### config.mk
export PLATFORM = sky130hd
export DESIGN_NAME = hazard_controller_flat
export DESIGN_NICKNAME = d
export VERILOG_FILES = /design/src/rtl/hazard_controller_if.sv /design/src/rtl/hazard_controller.sv /design/src/flat_wrapper.sv
export SDC_FILE = /design/constraint.sdc
export NUM_CORES = 1
export LEC_CHECK = 0
export ABC_AREA = 1
export CAP_MARGIN = 40
export CORE_UTILIZATION = 50
export CTS_CLUSTER_SIZE = 20
export DETAILED_ROUTE_END_ITERATION = 12
export DONT_BUFFER_PORTS = 1
export GPL_TIMING_DRIVEN = 0
export PLACE_DENSITY = 0.64
export SYNTH_ARGS = -nofsm -noshare
export SYNTH_HDL_FRONTEND = slang
export SYNTH_SLANG_ARGS = --single-unit
### constraint.sdc
create_clock -name clk -period 3.85 [get_ports clk]
set_clock_uncertainty 0.1 [all_clocks]
set_input_delay 0.385 -clock clk [delete_from_list [all_inputs] [get_ports clk]]
set_output_delay 0.385 -clock clk [all_outputs]
set_load 0.01 [all_outputs]
### src/rtl/hazard_controller_if.sv
// Decode-stage hazard/flush control bundle between the decode stage and hazard_controller.
interface hazard_controller_if #(
    parameter int NREG = 8
);
    localparam int AW = $clog2(NREG);

    logic            dec_valid;
    logic [AW-1:0]   src;
    logic [AW-1:0]   dst;
    logic            use_src;
    logic            use_dst;
    logic            reg_write;
    logic            mem_read;
    logic            branch_taken;
    logic            stall;
    logic            issue;
    logic            flush_fd;
    logic            flush_de;
    logic [NREG-1:0] busy_mask;
    logic [15:0]     stall_cnt;

    modport master (
        output dec_valid, src, dst, use_src, use_dst, reg_write, mem_read, branch_taken,
        input  stall, issue, flush_fd, flush_de, busy_mask, stall_cnt
    );

    modport slave (
        input  dec_valid, src, dst, use_src, use_dst, reg_write, mem_read, branch_taken,
        output stall, issue, flush_fd, flush_de, busy_mask, stall_cnt
    );
endinterface

### src/rtl/hazard_controller.sv
// Decode-stage hazard controller: register scoreboard RAW stalls plus taken-branch flush FSM.
// Define HAZARD_NO_FORWARDING_EN when no EX forwarding exists: every writer then reserves WB_DIST cycles.
module hazard_controller #(
    parameter int NREG         = 8,
    parameter int ALU_LAT      = 0,
    parameter int LOAD_LAT     = 1,
    parameter int WB_DIST      = 3,
    parameter int FLUSH_CYCLES = 2
) (
    input logic               clk,
    input logic               rst,
    hazard_controller_if.slave bus
);
    localparam int AW    = $clog2(NREG);
    localparam int CW_WB = $clog2(WB_DIST + 1);
    localparam int CW    = (CW_WB > 2) ? CW_WB : 2;

    localparam logic [CW-1:0] CNT_ZERO = {CW{1'b0}};
    localparam logic [CW-1:0] CNT_ONE  = CW'(1'b1);
`ifdef HAZARD_NO_FORWARDING_EN
    localparam logic [CW-1:0] WB_VAL   = CW'(WB_DIST);
`else
    localparam logic [CW-1:0] ALU_VAL  = CW'(ALU_LAT);
    localparam logic [CW-1:0] LOAD_VAL = CW'(LOAD_LAT);
`endif
    // Remaining FLUSH-state cycles after the branch cycle itself; zero means no FLUSH state needed.
    localparam logic [1:0]    FC_LOAD  = 2'(FLUSH_CYCLES - 1);

    typedef enum logic [0:0] {
        IDLE  = 1'b0,
        FLUSH = 1'b1
    } state_t;

    state_t          state_r, state_s;
    logic [1:0]      fcnt_r, fcnt_s;
    logic [CW-1:0]   count_r [NREG];
    logic [CW-1:0]   count_s [NREG];
    logic            lastv_r;
    logic [AW-1:0]   lastr_r;
    logic [CW-1:0]   lastprev_r;
    logic [NREG-1:0] busy_r, busy_s;
    logic [15:0]     stall_cnt_r;

    logic            haz_s, idle_s, stall_s, issue_s, flush_s;
    logic [CW-1:0]   wr_val_s, undo_val_s;

    // Hazard detection and combinational decode-stage controls.
    always_comb begin
        haz_s   = bus.dec_valid &
                  ((bus.use_src & (count_r[bus.src] != CNT_ZERO)) |
                   (bus.use_dst & (count_r[bus.dst] != CNT_ZERO)));
        idle_s  = (state_r == IDLE);
        flush_s = bus.branch_taken | (state_r == FLUSH);
        stall_s = haz_s & idle_s & ~bus.branch_taken;
        issue_s = bus.dec_valid & ~haz_s & idle_s & ~bus.branch_taken;
    end

    // Scoreboard next state: issue write, then branch undo, then plain decrement.
    always_comb begin
`ifdef HAZARD_NO_FORWARDING_EN
        wr_val_s   = WB_VAL;
`else
        wr_val_s   = bus.mem_read ? LOAD_VAL : ALU_VAL;
`endif
        undo_val_s = (lastprev_r != CNT_ZERO) ? (lastprev_r - CNT_ONE) : CNT_ZERO;
        busy_s     = {NREG{1'b0}};
        for (int r = 0; r < NREG; r++) begin
            if (issue_s && bus.reg_write && (bus.dst == AW'(r))) begin
                count_s[r] = wr_val_s;
            end else if (bus.branch_taken && lastv_r && (lastr_r == AW'(r))) begin
                count_s[r] = undo_val_s;
            end else if (count_r[r] != CNT_ZERO) begin
                count_s[r] = count_r[r] - CNT_ONE;
            end else begin
                count_s[r] = count_r[r];
            end
            busy_s[r] = (count_s[r] != CNT_ZERO);
        end
    end

    // Flush FSM next state; a branch in FLUSH reloads the counter to extend the flush.
    always_comb begin
        state_s = state_r;
        fcnt_s  = fcnt_r;
        case (state_r)
            IDLE: begin
                if (bus.branch_taken) begin
                    state_s = (FC_LOAD != 2'd0) ? FLUSH : IDLE;
                    fcnt_s  = FC_LOAD;
                end else begin
                    state_s = IDLE;
                    fcnt_s  = 2'd0;
                end
            end
            FLUSH: begin
                if (bus.branch_taken) begin
                    state_s = (FC_LOAD != 2'd0) ? FLUSH : IDLE;
                    fcnt_s  = FC_LOAD;
                end else if (fcnt_r <= 2'd1) begin
                    state_s = IDLE;
                    fcnt_s  = 2'd0;
                end else begin
                    state_s = FLUSH;
                    fcnt_s  = fcnt_r - 2'd1;
                end
            end
            default: begin
                state_s = IDLE;
                fcnt_s  = 2'd0;
            end
        endcase
    end

    // State, scoreboard, last-issue record and stall counter registers.
    always_ff @(posedge clk) begin
        if (rst) begin
            state_r     <= IDLE;
            fcnt_r      <= 2'd0;
            lastv_r     <= 1'b0;
            lastr_r     <= {AW{1'b0}};
            lastprev_r  <= CNT_ZERO;
            busy_r      <= {NREG{1'b0}};
            stall_cnt_r <= 16'd0;
            for (int r = 0; r < NREG; r++) begin
                count_r[r] <= CNT_ZERO;
            end
        end else begin
            state_r    <= state_s;
            fcnt_r     <= fcnt_s;
            lastv_r    <= issue_s & bus.reg_write;
            lastr_r    <= bus.dst;
            lastprev_r <= count_r[bus.dst];
            busy_r     <= busy_s;
            if (stall_s && (stall_cnt_r != 16'hFFFF)) begin
                stall_cnt_r <= stall_cnt_r + 16'd1;
            end else begin
                stall_cnt_r <= stall_cnt_r;
            end
            for (int r = 0; r < NREG; r++) begin
                count_r[r] <= count_s[r];
            end
        end
    end

    assign bus.stall     = stall_s;
    assign bus.issue     = issue_s;
    assign bus.flush_fd  = flush_s;
    assign bus.flush_de  = flush_s;
    assign bus.busy_mask = busy_r;
    assign bus.stall_cnt = stall_cnt_r;
endmodule

### src/flat_wrapper.sv
// flat-port wrapper written by rule: the top's interface ports become plain ports
module hazard_controller_flat 
#(
    parameter int NREG         = 8,
    parameter int ALU_LAT      = 0,
    parameter int LOAD_LAT     = 1,
    parameter int WB_DIST      = 3,
    parameter int FLUSH_CYCLES = 2
)
  (clk, rst, bus_dec_valid, bus_src, bus_dst, bus_use_src, bus_use_dst, bus_reg_write, bus_mem_read, bus_branch_taken, bus_stall, bus_issue, bus_flush_fd, bus_flush_de, bus_busy_mask, bus_stall_cnt);
  hazard_controller_if #(.NREG(NREG)) bus_i ();
  input logic clk;
  input logic rst;
  input wire logic [$bits(bus_i.dec_valid)-1:0] bus_dec_valid;
  input wire logic [$bits(bus_i.src)-1:0] bus_src;
  input wire logic [$bits(bus_i.dst)-1:0] bus_dst;
  input wire logic [$bits(bus_i.use_src)-1:0] bus_use_src;
  input wire logic [$bits(bus_i.use_dst)-1:0] bus_use_dst;
  input wire logic [$bits(bus_i.reg_write)-1:0] bus_reg_write;
  input wire logic [$bits(bus_i.mem_read)-1:0] bus_mem_read;
  input wire logic [$bits(bus_i.branch_taken)-1:0] bus_branch_taken;
  output wire logic [$bits(bus_i.stall)-1:0] bus_stall;
  output wire logic [$bits(bus_i.issue)-1:0] bus_issue;
  output wire logic [$bits(bus_i.flush_fd)-1:0] bus_flush_fd;
  output wire logic [$bits(bus_i.flush_de)-1:0] bus_flush_de;
  output wire logic [$bits(bus_i.busy_mask)-1:0] bus_busy_mask;
  output wire logic [$bits(bus_i.stall_cnt)-1:0] bus_stall_cnt;
  assign bus_i.dec_valid = bus_dec_valid;
  assign bus_i.src = bus_src;
  assign bus_i.dst = bus_dst;
  assign bus_i.use_src = bus_use_src;
  assign bus_i.use_dst = bus_use_dst;
  assign bus_i.reg_write = bus_reg_write;
  assign bus_i.mem_read = bus_mem_read;
  assign bus_i.branch_taken = bus_branch_taken;
  assign bus_stall = bus_i.stall;
  assign bus_issue = bus_i.issue;
  assign bus_flush_fd = bus_i.flush_fd;
  assign bus_flush_de = bus_i.flush_de;
  assign bus_busy_mask = bus_i.busy_mask;
  assign bus_stall_cnt = bus_i.stall_cnt;
  hazard_controller #(.NREG(NREG), .ALU_LAT(ALU_LAT), .LOAD_LAT(LOAD_LAT), .WB_DIST(WB_DIST), .FLUSH_CYCLES(FLUSH_CYCLES)) u_core (.clk(clk), .rst(rst), .bus(bus_i));
endmodule
==> reports/qor.csv, run 1 <==
stage,metric,value,unit
worst_setup_path,ff2ff_path_depth,8,
layout,area_delta_synth_final,8.07,%
layout,drive_above_1_share,5.79,%
power_and_ir_drop,ir_drop,0.000201,V
route,vias_per_cell,5.09,
yosys,mappedNetlistNets,441,
worst_setup_path,crit_path_frequent_cell,nand3_1,
hold_path,worstHoldStart,bus_branch_taken,
power_and_ir_drop,p_leak,1.35,nW
route,firstDrtPassIters,4,
yosys,synth.area.top_cells,"dfxtp_1 (36%), nand2_1 (13%), nand3_1 (10%)",
route,highest_layer,met4,
timing,fin_ws,1510,ps
route,wl_met3,395,um
placed_design,dpl.hpwl,5.04,mm
cts,path_clk_slew,90,ps
worst_setup_path,cpLargestDelayFamily,simple AND/OR/NAND/NOR gates,
die,io-pin-count,42,
yosys,synth_top_cell_area_share,35.7,%
route,wl_per_cell,13.1,um
worst_setup_path,timing.reg2reg.setup_slack,1570,ps
timing,setup_violations,0,
global_route,grt_pass1_vias,2363,
placed_design,gp_congestion,0.920,
worst_setup_path,end_kind,output port,
cts,cts_root_buffer,clkbuf_8,
cts,cts_resized,0,
layout,diodes,0,
timing,fmaxAchievable,427,MHz
timing,worst_pin_slew,472,ps
worst_setup_path,r2r_end,u_core.bus.stall_cnt[14],
die,die_w,76.1,um
die,die_h,76.1,um
timing,hold_violations,0,
timing,period_share,60.9,%
yosys,async_reset_ff_share,0,%
route,drc_errors,0,
yosys,yosysWarnings,0,
timing,slew_violations,0,
worst_setup_path,path_cells,"nor2_1, nand2_1, nand3_1, nand3_1, nand3_1, a21oi_4, buf_6",
worst_setup_path,path_buf_inv,1,
global_route,grt_pass1_wl,11.2,mm
cts,cts_max_level,2,
worst_setup_path,crit_path_start_kind,flop,
worst_setup_path,crit_arrival,1860,ps
worst_setup_path,slowest_stage,dfxtp_1,
yosys,synth_edf_count,0,
global_route,grt_overflow,0,
cts,tritoncts,built,
yosys,ys_seq_area_share,35.7,%
die,start_util,52.7,%
worst_setup_path,crit_required,3370,ps
timing,tns,0,ps
hold_path,hp-class,input port to flop,
placed_design,dp_slack,1600,ps
cts,clock_insertion_delay_worst_skew,300,ps
yosys,synthTopCellsByCount,"nand2_1 (94), inv_1 (68), nand3_1 (56)",
yosys,synth_seq_cells,49,
global_route,grt_usage,24.0,%
hold_path,min_delay_worst_endpoint,u_core.fcnt_r[0],
flow_run,drv_cap,0,
placed_design,io_buffers,0,
route,dr_wl_met2,2.73,mm
die,dieArea,5790,um^2
route,drt_iter0_markers,168,
yosys,synth.cell_area,2750,um^2
worst_setup_path,cp_max_fo,10,
run_status,status,completed,
worst_setup_path,path_class,flop to output port,
worst_setup_path,reg2reg_from,u_core.bus.stall_cnt[0],
timing,timing.slew.headroom,68.4,%
power_and_ir_drop,power.density,341,nW/um^2
global_route,antenna_found_initial,0,
cts,numCtsBuffers,5,
yosys,post-synth-top-count-cell,nand2_1,
die,num_rows,26,
yosys,syn_area_per_cell,6.47,um^2
timing,rsz0062_at_grt,false,
hold_path,holdPathStages,2,
route,wl_met1,3.41,mm
route,vias,2556,
route,wl,6.59,mm
yosys,yosys.cell_types.count,28,
yosys,synth_top_flop_cell,dfxtp_1,
cts,post_cts_buffers,0,
cts,cts_buffer_depth,2,
worst_setup_path,critPathMaxStageDelay,410,ps
layout,layout.nets,448,
route,antenna_left,0,
global_route,grt_max_degree,16,
die,core,5200,um^2
cts,holdBufCountCts,0,
cts,clock-sinks,49,
yosys,synth_area_leader_cell,dfxtp_1,
yosys,synth_cells,424,
worst_setup_path,critPathLaunch,u_core.count_r[4][0],
timing,period_minus_slack,2340,ps
-- cell usage in the layout (no fill, tap or decap) --
master	count
nand4_1	3
nand4_2	2
dfxtp_1	49
buf_6	2
a21oi_4	1
nor4_1	1
buf_4	2
clkinv_1	1
buf_2	5
a31oi_1	5
a21oi_1	18
ha_1	3
nand2_1	94
clkbuf_8	5
nor2_1	53
inv_1	68
o21ai_1	3
nand3_1	56
nand2_2	2
clkinv_2	1
bufinv_16	2
nor3_1	4
clkbuf_1	4
nor3_2	2
xnor2_1	1
o21bai_1	3
inv_2	1
o21ai_0	22
nand3b_1	6
xor2_1	12
nor3b_1	1
-- routing by layer --
layer  up-vias  global-route usage, %
met5         -                      0
met4         0                   7.12
met3         6                   5.87
met2        55                   34.3
met1      1142                   35.4
li1       1353                      -
-- flip-flops by register name (all words and copies together) (netlist names) --
| signal | count |
|---|---|
| u_core.lastr_r | 3 |
| u_core.fcnt_r | 2 |
| u_core.bus.stall_cnt | 16 |
| u_core.lastv_r | 1 |
| u_core.count_r | 16 |
| u_core.lastprev_r | 2 |
| u_core.state_r | 1 |
| u_core.bus.busy_mask | 8 |
-- cells by family (layout without fill, tap and decap cells) --
kind of cell / after synthesis / after routing / share of synthesized area, %
compound gates: 52 / 52 / 10.4
xor+xnor: 13 / 13 / 4.15
fa+ha+maj: 3 / 3 / 1.37
buf+inv: 83 / 91 / 12.4
flops: 49 / 49 / 35.7
simple gates: 224 / 224 / 36.0
-- where the power goes --
part	switching, mW	internal, mW	leakage (nW)
Combinational	0.0473	0.0184	0.885
Sequential	0.00426	0.512	0.396
Clock	0.172	0.258	0.0681
Total	0.224	0.788	1.35
-- cell type report --
cell class | count | area, um^2
inverters | 70 | 263
clock buffers | 5 | 68.8
plain buffers | 13 | 77.6
fillers | 553 | 2240
well taps | 70 | 87.6
flip-flops and latches | 49 | 981
clock inverters | 3 | 65.1
multi-input cells | 292 | 1420
-- how the worst max path moves through the flow --
stage                              endpoint  slack (ps)  depth (start not counted)
global route                      bus_stall        1370                          7
global placement    u_core.bus.busy_mask[5]        1600                         12
finish                            bus_stall        1510                          7
detailed placement  u_core.bus.busy_mask[5]        1600                         12
CTS                               bus_stall        1490                          7
floorplan                         bus_stall        1990                          9
-- stage by stage --
step	util, %	instance area (um^2)	instances	power, mW	hold slack, ps
after floorplan	-	2750	424	0.576	374
after global placement	54.4	2830	494	0.592	403
after detailed placement	54.4	2830	494	0.593	406
after CTS	57.0	2970	502	1.02	95.7
after global routing	57.0	2970	502	1.05	114
final	57.0	2970	502	1.01	98.0
No activity file was read; power rests on OpenSTA's default activity.
==> inputs of run 2 (changes only) <==
==> constraint.sdc (replaced) <==
create_clock -name clk -period 2.2 [get_ports clk]
set_clock_uncertainty 0.1 [all_clocks]
set_input_delay 0.22 -clock clk [delete_from_list [all_inputs] [get_ports clk]]
set_output_delay 0.22 -clock clk [all_outputs]
set_load 0.01 [all_outputs]
==> run 2 against run 1 <==
  * Setup slack lost 1400 ps
  * Clock power grew 74%
  * Critical path depth grew 1
  * Power grew 75%
  * First-iteration DRC count grew 17%
  * Sequential cell count is the same
  * Combinational power grew 82%
  * Core utilization grew 0.99 points
  * Sequential power grew 75%
==> reports/qor.csv, run 2 (synthesis gave the netlist of run 1 again) <==
stage,metric,value,unit,change
power_and_ir_drop,power.density,587,nW/um^2,+72%
worst_setup_path,slowest_stage,dfxtp_2,,
hold_path,holdPathStages,3,,+1
timing,fmaxAchievable,489,MHz,
placed_design,dp_slack,-30.0,ps,-1630 ps
layout,final_cell_mix,"nand2_1 (94), inv_1 (68), nand3_1 (55), nor2_1 (53), dfxtp_1 (47)",,
cts,clock-sinks,49,,unchanged
layout,fill_cells,549,,-0.72%
route,drt_iter0_markers,196,,+17%
layout,drive_above_1_share,6.88,%,+1.1 points
power_and_ir_drop,p_leak,1.39,nW,+2.8%
die,dieArea,5790,um^2,unchanged
route,drc_errors,0,,unchanged
worst_setup_path,r2r_end,u_core.bus.stall_cnt[14],,
placed_design,gp_congestion,0.920,,unchanged
die,io-pin-count,42,,unchanged
route,dr_wl_met2,2.85,mm,+4.5%
layout,final_common_cell,nand2_1,,
route,highest_layer,met4,,
worst_setup_path,path_buf_inv,1,,unchanged
flow_run,drv_cap,0,,unchanged
route,vias_per_cell,5.21,,+2.2%
die,core,5200,um^2,unchanged
die,die_h,76.1,um,unchanged
timing,setup_violations,0,,unchanged
route,vias,2634,,+3.1%
worst_setup_path,ff2ff_path_depth,8,,unchanged
worst_setup_path,crit_path_start_kind,flop,,
hold_path,worstHoldStart,bus_dst[2],,
worst_setup_path,crit_path_frequent_cell,nand2_1,,
worst_setup_path,crit_required,2330,ps,-1040 ps
worst_setup_path,end_kind,flop,,
route,wl_met3,414,um,+4.8%
die,start_util,52.7,%,unchanged
timing,timing.slew.headroom,69.6,%,+1.2 points
die,num_rows,26,,unchanged
timing,fin_ws,155,ps,-1350 ps
worst_setup_path,crit_arrival,2180,ps,+320 ps
timing,period_share,92.9,%,
route,wl_per_cell,13.2,um,+0.85%
worst_setup_path,path_cells,"ha_1, nand2_1, nor3_4, nand4_2, nand2_2, buf_6, nand2_1, a21oi_1",,
global_route,grt_pass1_vias,2388,,+1.1%
global_route,grt_pass1_wl,11.3,mm,+0.92%
global_route,grt_usage,24.2,%,+0.21 points
timing,period_minus_slack,2040,ps,
hold_path,min_delay_worst_endpoint,u_core.lastprev_r[1],,
route,wl,6.70,mm,+1.7%
global_route,grt_max_degree,16,,unchanged
worst_setup_path,reg2reg_from,u_core.bus.stall_cnt[0],,
timing,slew_violations,0,,unchanged
global_route,grt_overflow,0,,unchanged
cts,path_clk_slew,90,ps,about the same
layout,layout.nets,452,,+0.89%
power_and_ir_drop,ir_drop,0.000351,V,+75%
global_route,antenna_found_initial,0,,unchanged
cts,cts_max_level,2,,unchanged
worst_setup_path,cp_max_fo,10,,unchanged
timing,whs,41.0,ps,-57.0 ps
worst_setup_path,path_class,flop to flop,,
worst_setup_path,timing.reg2reg.setup_slack,160,ps,-1410 ps
placed_design,io_buffers,0,,unchanged
cts,numCtsBuffers,5,,unchanged
layout,stdcell_area,3020,um^2,+1.7%
cts,cts_root_buffer,clkbuf_8,,
timing,hold_violations,0,,unchanged
layout,diodes,0,,unchanged
run_status,status,completed,,
layout,area_delta_synth_final,9.94,%,
placed_design,placed_area,2830,um^2,unchanged
cts,tritoncts,built,,
hold_path,hp-class,input port to flop,,
timing,worst_pin_slew,454,ps,-18.3 ps
die,die_w,76.1,um,unchanged
route,firstDrtPassIters,5,,+1
worst_setup_path,cpLargestDelayFamily,simple AND/OR/NAND/NOR gates,,
cts,clock_insertion_delay_worst_skew,310,ps,about the same
route,antenna_left,0,,unchanged
worst_setup_path,critPathMaxStageDelay,410,ps,about the same
route,wl_met1,3.37,mm,-1.2%
placed_design,dpl.hpwl,5.04,mm,unchanged
layout,seq_area,983,um^2,+0.26%
layout,multi_input_area,1440,um^2,+0.79%
cts,cts_buffer_depth,2,,unchanged
run 2: changes by cell type in the layout (fill, tap and decap cells not counted), sizes merged:
cell	delta
dlygate4sd3	+2
clkbuf	+1
buf	+1
run 2: worst max-delay path by stage:
stage	from	depth (start not counted)	slack, ps	end
2_1_floorplan	u_core.bus.stall_cnt[0]	8	370	u_core.bus.stall_cnt[11]
3_3_place_gp	u_core.bus.stall_cnt[0]	8	20	u_core.bus.stall_cnt[7]
3_5_place_dp	u_core.bus.stall_cnt[0]	8	-30	u_core.bus.stall_cnt[14]
4_1_cts	u_core.count_r[4][0]	7	9	bus_stall
5_1_grt	u_core.bus.stall_cnt[0]	8	-4	u_core.bus.stall_cnt[9]
6_report	u_core.bus.stall_cnt[0]	8	160	u_core.bus.stall_cnt[14]
run 2: layout make-up:
cell class | instances | area share (%)
Multi-Input combinational cell | 292 | 47.6
Clock buffer | 5 | 2.28
Tap cell | 70 | 2.90
Buffer | 13 | 2.65
Timing Repair Buffer | 4 | 1.16
Sequential cell | 49 | 32.6
Inverter | 70 | 8.71
Clock inverter | 3 | 2.16
run 2: report_power, final:
group / internal [mW] / switching, mW / total, mW
Clock: 0.451 / 0.299 / 0.750
Combinational: 0.0360 / 0.0837 / 0.120
Sequential: 0.895 / 0.00750 / 0.903
Total: 1.38 / 0.390 / 1.77
run 2: routing by layer:
metal / GRT usage (%) / vias to the layer above
li1: - / 1367
met1: 35.8 / 1185
met2: 34.8 / 74
met3: 5.51 / 8
met4: 7.12 / 0
met5: 0 / -
run 2: through the flow:
step / total power [mW] / TNS, ps / instances / utilization [%]
6_report: 1.77 / 0 / 506 / 58.0
5_1_grt: 1.84 / -3.52 / 506 / 58.0
4_1_cts: 1.79 / 0 / 504 / 57.5
3_5_place_dp: 1.04 / -43.7 / 494 / 54.4
3_3_place_gp: 1.04 / 0 / 494 / 54.4
2_1_floorplan: 1.01 / 0 / 424 / -
run 2: repair_timing:
item / in CTS / in global routing
endpoints found under the setup margin: 10 / 31
hold buffers: 2 / 0
buffers inserted: 0 / 2
endpoints found under the hold margin: 4 / 0
resized for setup: 1 / 4
pin swaps: 0 / 2
run 2: worst register-to-register path, cell delays in order (launching register included):
cell	delay, ps
dfxtp_2	410
ha_1	240
nand2_1	150
nor3_4	250
nand4_2	240
nand2_2	220
buf_6	170
nand2_1	60
a21oi_1	150
==> inputs of run 3 (changes only) <==
--- a/config.mk
+++ b/config.mk
@@ -16,3 +16,4 @@
 export SYNTH_ARGS = -nofsm -noshare
 export SYNTH_HDL_FRONTEND = slang
 export SYNTH_SLANG_ARGS = --single-unit
+export TNS_END_PERCENT = 50
==> constraint.sdc (replaced) <==
create_clock -name clk -period 2.2 [get_ports clk]
set_clock_uncertainty 0.1 [all_clocks]
set_input_delay 0.44 -clock clk [delete_from_list [all_inputs] [get_ports clk]]
set_output_delay 0.44 -clock clk [all_outputs]
set_load 0.01 [all_outputs]
==> run 3 against run 2 <==
  * Power about the same
  * Sequential cell count unchanged
  * Cell count decreased by 0.40%
  * Worst hold slack improved by 110 ps
  * Die area unchanged
  * Via count decreased by 1.4%
  * Critical path type is now flop to output port
==> reports/qor.csv, run 3 (synthesis gave the netlist of run 1 again) <==
stage,metric,value,unit,change
power_and_ir_drop,p_seq_share,50.9,%,about the same
layout,finalNonFillerCells,504,,-0.40%
hold_path,min_delay_worst_endpoint,u_core.fcnt_r[0],,
timing,period_minus_slack,2080,ps,+38.0 ps
die,dieArea,5790,um^2,unchanged
placed_design,placed_area,2830,um^2,unchanged
cts,cts_root_buffer,clkbuf_8,,
timing,whs,156,ps,+115 ps
timing,fin_ws,117,ps,-38.0 ps
power_and_ir_drop,switchingPower,0.392,mW,+0.51%
worst_setup_path,crit_path_start_kind,flop,,
placed_design,io_buffers,0,,unchanged
die,start_util,52.7,%,unchanged
die,num_rows,26,,unchanged
power_and_ir_drop,internal-power,1.38,mW,-0.11%
timing,slew_violations,0,,unchanged
layout,area_delta_synth_final,9.80,%,
worst_setup_path,critPathMaxStageDelay,390,ps,-20 ps
hold_path,hp-class,input port to flop,,
power_and_ir_drop,comb_power_share,6.7,%,about the same
layout,diodes,0,,unchanged
cts,tritoncts,built,,
die,die_h,76.1,um,unchanged
hold_path,holdPathStages,2,,-1
power_and_ir_drop,clockPowerShare,42.4,%,about the same
die,core,5200,um^2,unchanged
power_and_ir_drop,p_leak,1.38,nW,-0.26%
power_and_ir_drop,p_total,1.77,mW,about the same
worst_setup_path,reg2reg_from,u_core.bus.stall_cnt[0],,
global_route,antenna_found_initial,0,,unchanged
route,drt_iter0_markers,200,,+2.0%
power_and_ir_drop,p_sw_share,22.1,%,+0.11 points
cts,clock_insertion_delay_worst_skew,310,ps,about the same
worst_setup_path,timing.reg2reg.setup_slack,160,ps,about the same
layout,final_core_utilization,57.9,%,-0.072 points
worst_setup_path,path_class,flop to output port,,
worst_setup_path,path_buf_inv,1,,unchanged
global_route,grt_max_degree,16,,unchanged
timing,hold_violations,0,,unchanged
route,antenna_left,0,,unchanged
global_route,grt_pass1_wl,11.3,mm,-0.12%
worst_setup_path,crit_path_frequent_cell,nand2_1,,
placed_design,placedCellCount,494,,unchanged
cts,clock-sinks,49,,unchanged
worst_setup_path,slowest_stage,dfxtp_1,,
placed_design,gp_congestion,0.920,,unchanged
route,vias,2598,,-1.4%
worst_setup_path,r2r_end,u_core.bus.stall_cnt[14],,
worst_setup_path,crit_required,1660,ps,-670 ps
worst_setup_path,cp_max_fo,10,,unchanged
layout,final_cell_mix,"nand2_1 (93), inv_1 (68), nand3_1 (55), nor2_1 (53), dfxtp_1 (40)",,
route,drc_errors,0,,unchanged
layout,layout.nets,450,,-0.44%
die,die_w,76.1,um,unchanged
flow_run,drv_cap,0,,unchanged
layout,drive_above_1_share,8.76,%,+1.9 points
cts,path_clk_slew,90,ps,about the same
timing,setup_violations,0,,unchanged
layout,stdcell_area,3010,um^2,-0.12%
cts,cts_buffer_depth,2,,unchanged
route,vias_per_cell,5.15,,-0.98%
cts,cts_max_level,2,,unchanged
worst_setup_path,cpLargestDelayFamily,simple AND/OR/NAND/NOR gates,,
timing,timing.slew.headroom,67.6,%,-2.0 points
hold_path,worstHoldStart,bus_branch_taken,,
placed_design,dpl.hpwl,5.04,mm,unchanged
timing,tns,0,ps,unchanged
worst_setup_path,end_kind,output port,,
global_route,grt_usage,24.2,%,-0.026 points
layout,final_common_cell,nand2_1,,
power_and_ir_drop,power.density,588,nW/um^2,+0.15%
placed_design,dp_slack,-109,ps,-78.7 ps
timing,fmaxAchievable,480,MHz,-1.8%
worst_setup_path,crit_arrival,1540,ps,-640 ps
global_route,grt_overflow,0,,unchanged
timing,period_share,94.7,%,+1.7 points
power_and_ir_drop,ir_drop,0.000352,V,+0.18%
die,io-pin-count,42,,unchanged
route,firstDrtPassIters,4,,-1
route,wl,6.66,mm,-0.61%
worst_setup_path,ff2ff_path_depth,8,,unchanged
run_status,status,completed,,
worst_setup_path,path_cells,"nand2_1, nand2_1, nand2_1, nand3_1, nand2_1, nand2_2, nand2_2, a21oi_4, buf_6",,
timing,worst_pin_slew,484,ps,+29.8 ps
cts,numCtsBuffers,5,,unchanged
route,wl_per_cell,13.2,um,-0.22%
global_route,grt_pass1_vias,2391,,+0.13%
-- run 3: cell types whose count changed in the layout (fill, tap and decap cells not counted), sizes merged --
cell,delta
buf,+1
clkbuf,-1
dlygate4sd3,-2
-- run 3: repair_timing --
| action | 4_1_cts | 5_1_grt |
|---|---|---|
| setup endpoints to repair | 11 | 15 |
| hold buffers | 0 | 0 |
| hold endpoints to repair | 0 | 0 |
| resized for setup | 2 | 11 |
| buffers inserted | 1 | 1 |
| pin swaps | 1 | 2 |
| gates cloned | 0 | 0 |
-- run 3: power groups by stage --
stage	logic (mW)	registers [mW]	clock network, mW
floorplan	0.0865	0.922	0
global placement	0.113	0.923	0
detailed placement	0.114	0.924	0
CTS	0.116	0.903	0.774
global route	0.133	0.904	0.802
finish	0.119	0.903	0.751
-- run 3: how the worst max path moves through the flow --
stage	start	end	slack, ps	cells after the start
4_1_cts	u_core.bus.stall_cnt[0]	u_core.bus.stall_cnt[14]	10	8
6_report	u_core.count_r[7][1]	bus_stall	120	9
3_5_place_dp	bus_src[0]	u_core.bus.busy_mask[5]	-110	12
2_1_floorplan	bus_dst[1]	bus_stall	230	9
5_1_grt	u_core.bus.stall_cnt[0]	u_core.bus.stall_cnt[9]	-4	8
3_3_place_gp	bus_src[0]	u_core.bus.busy_mask[5]	-110	12
-- run 3: layout make-up --
type,instances,area [um^2]
inverter,70,263
timing repair buffer,2,15.0
fill,541,2190
sequential,49,992
tap,70,87.6
multi-input combinational,292,1450
buffer,13,77.6
clock inverter,3,65.1
clock buffer,5,68.8
-- run 3: routing by layer --
| layer | track usage (%) | vias to the layer above | share of wire [%] |
|---|---|---|---|
| li1 | - | 1361 | - |
| met1 | 35.5 | 1173 | 52 |
| met2 | 34.5 | 56 | 42 |
| met3 | 5.99 | 8 | 4.8 |
| met4 | 7.50 | 0 | 1.1 |
| met5 | 0 | - | 0 |
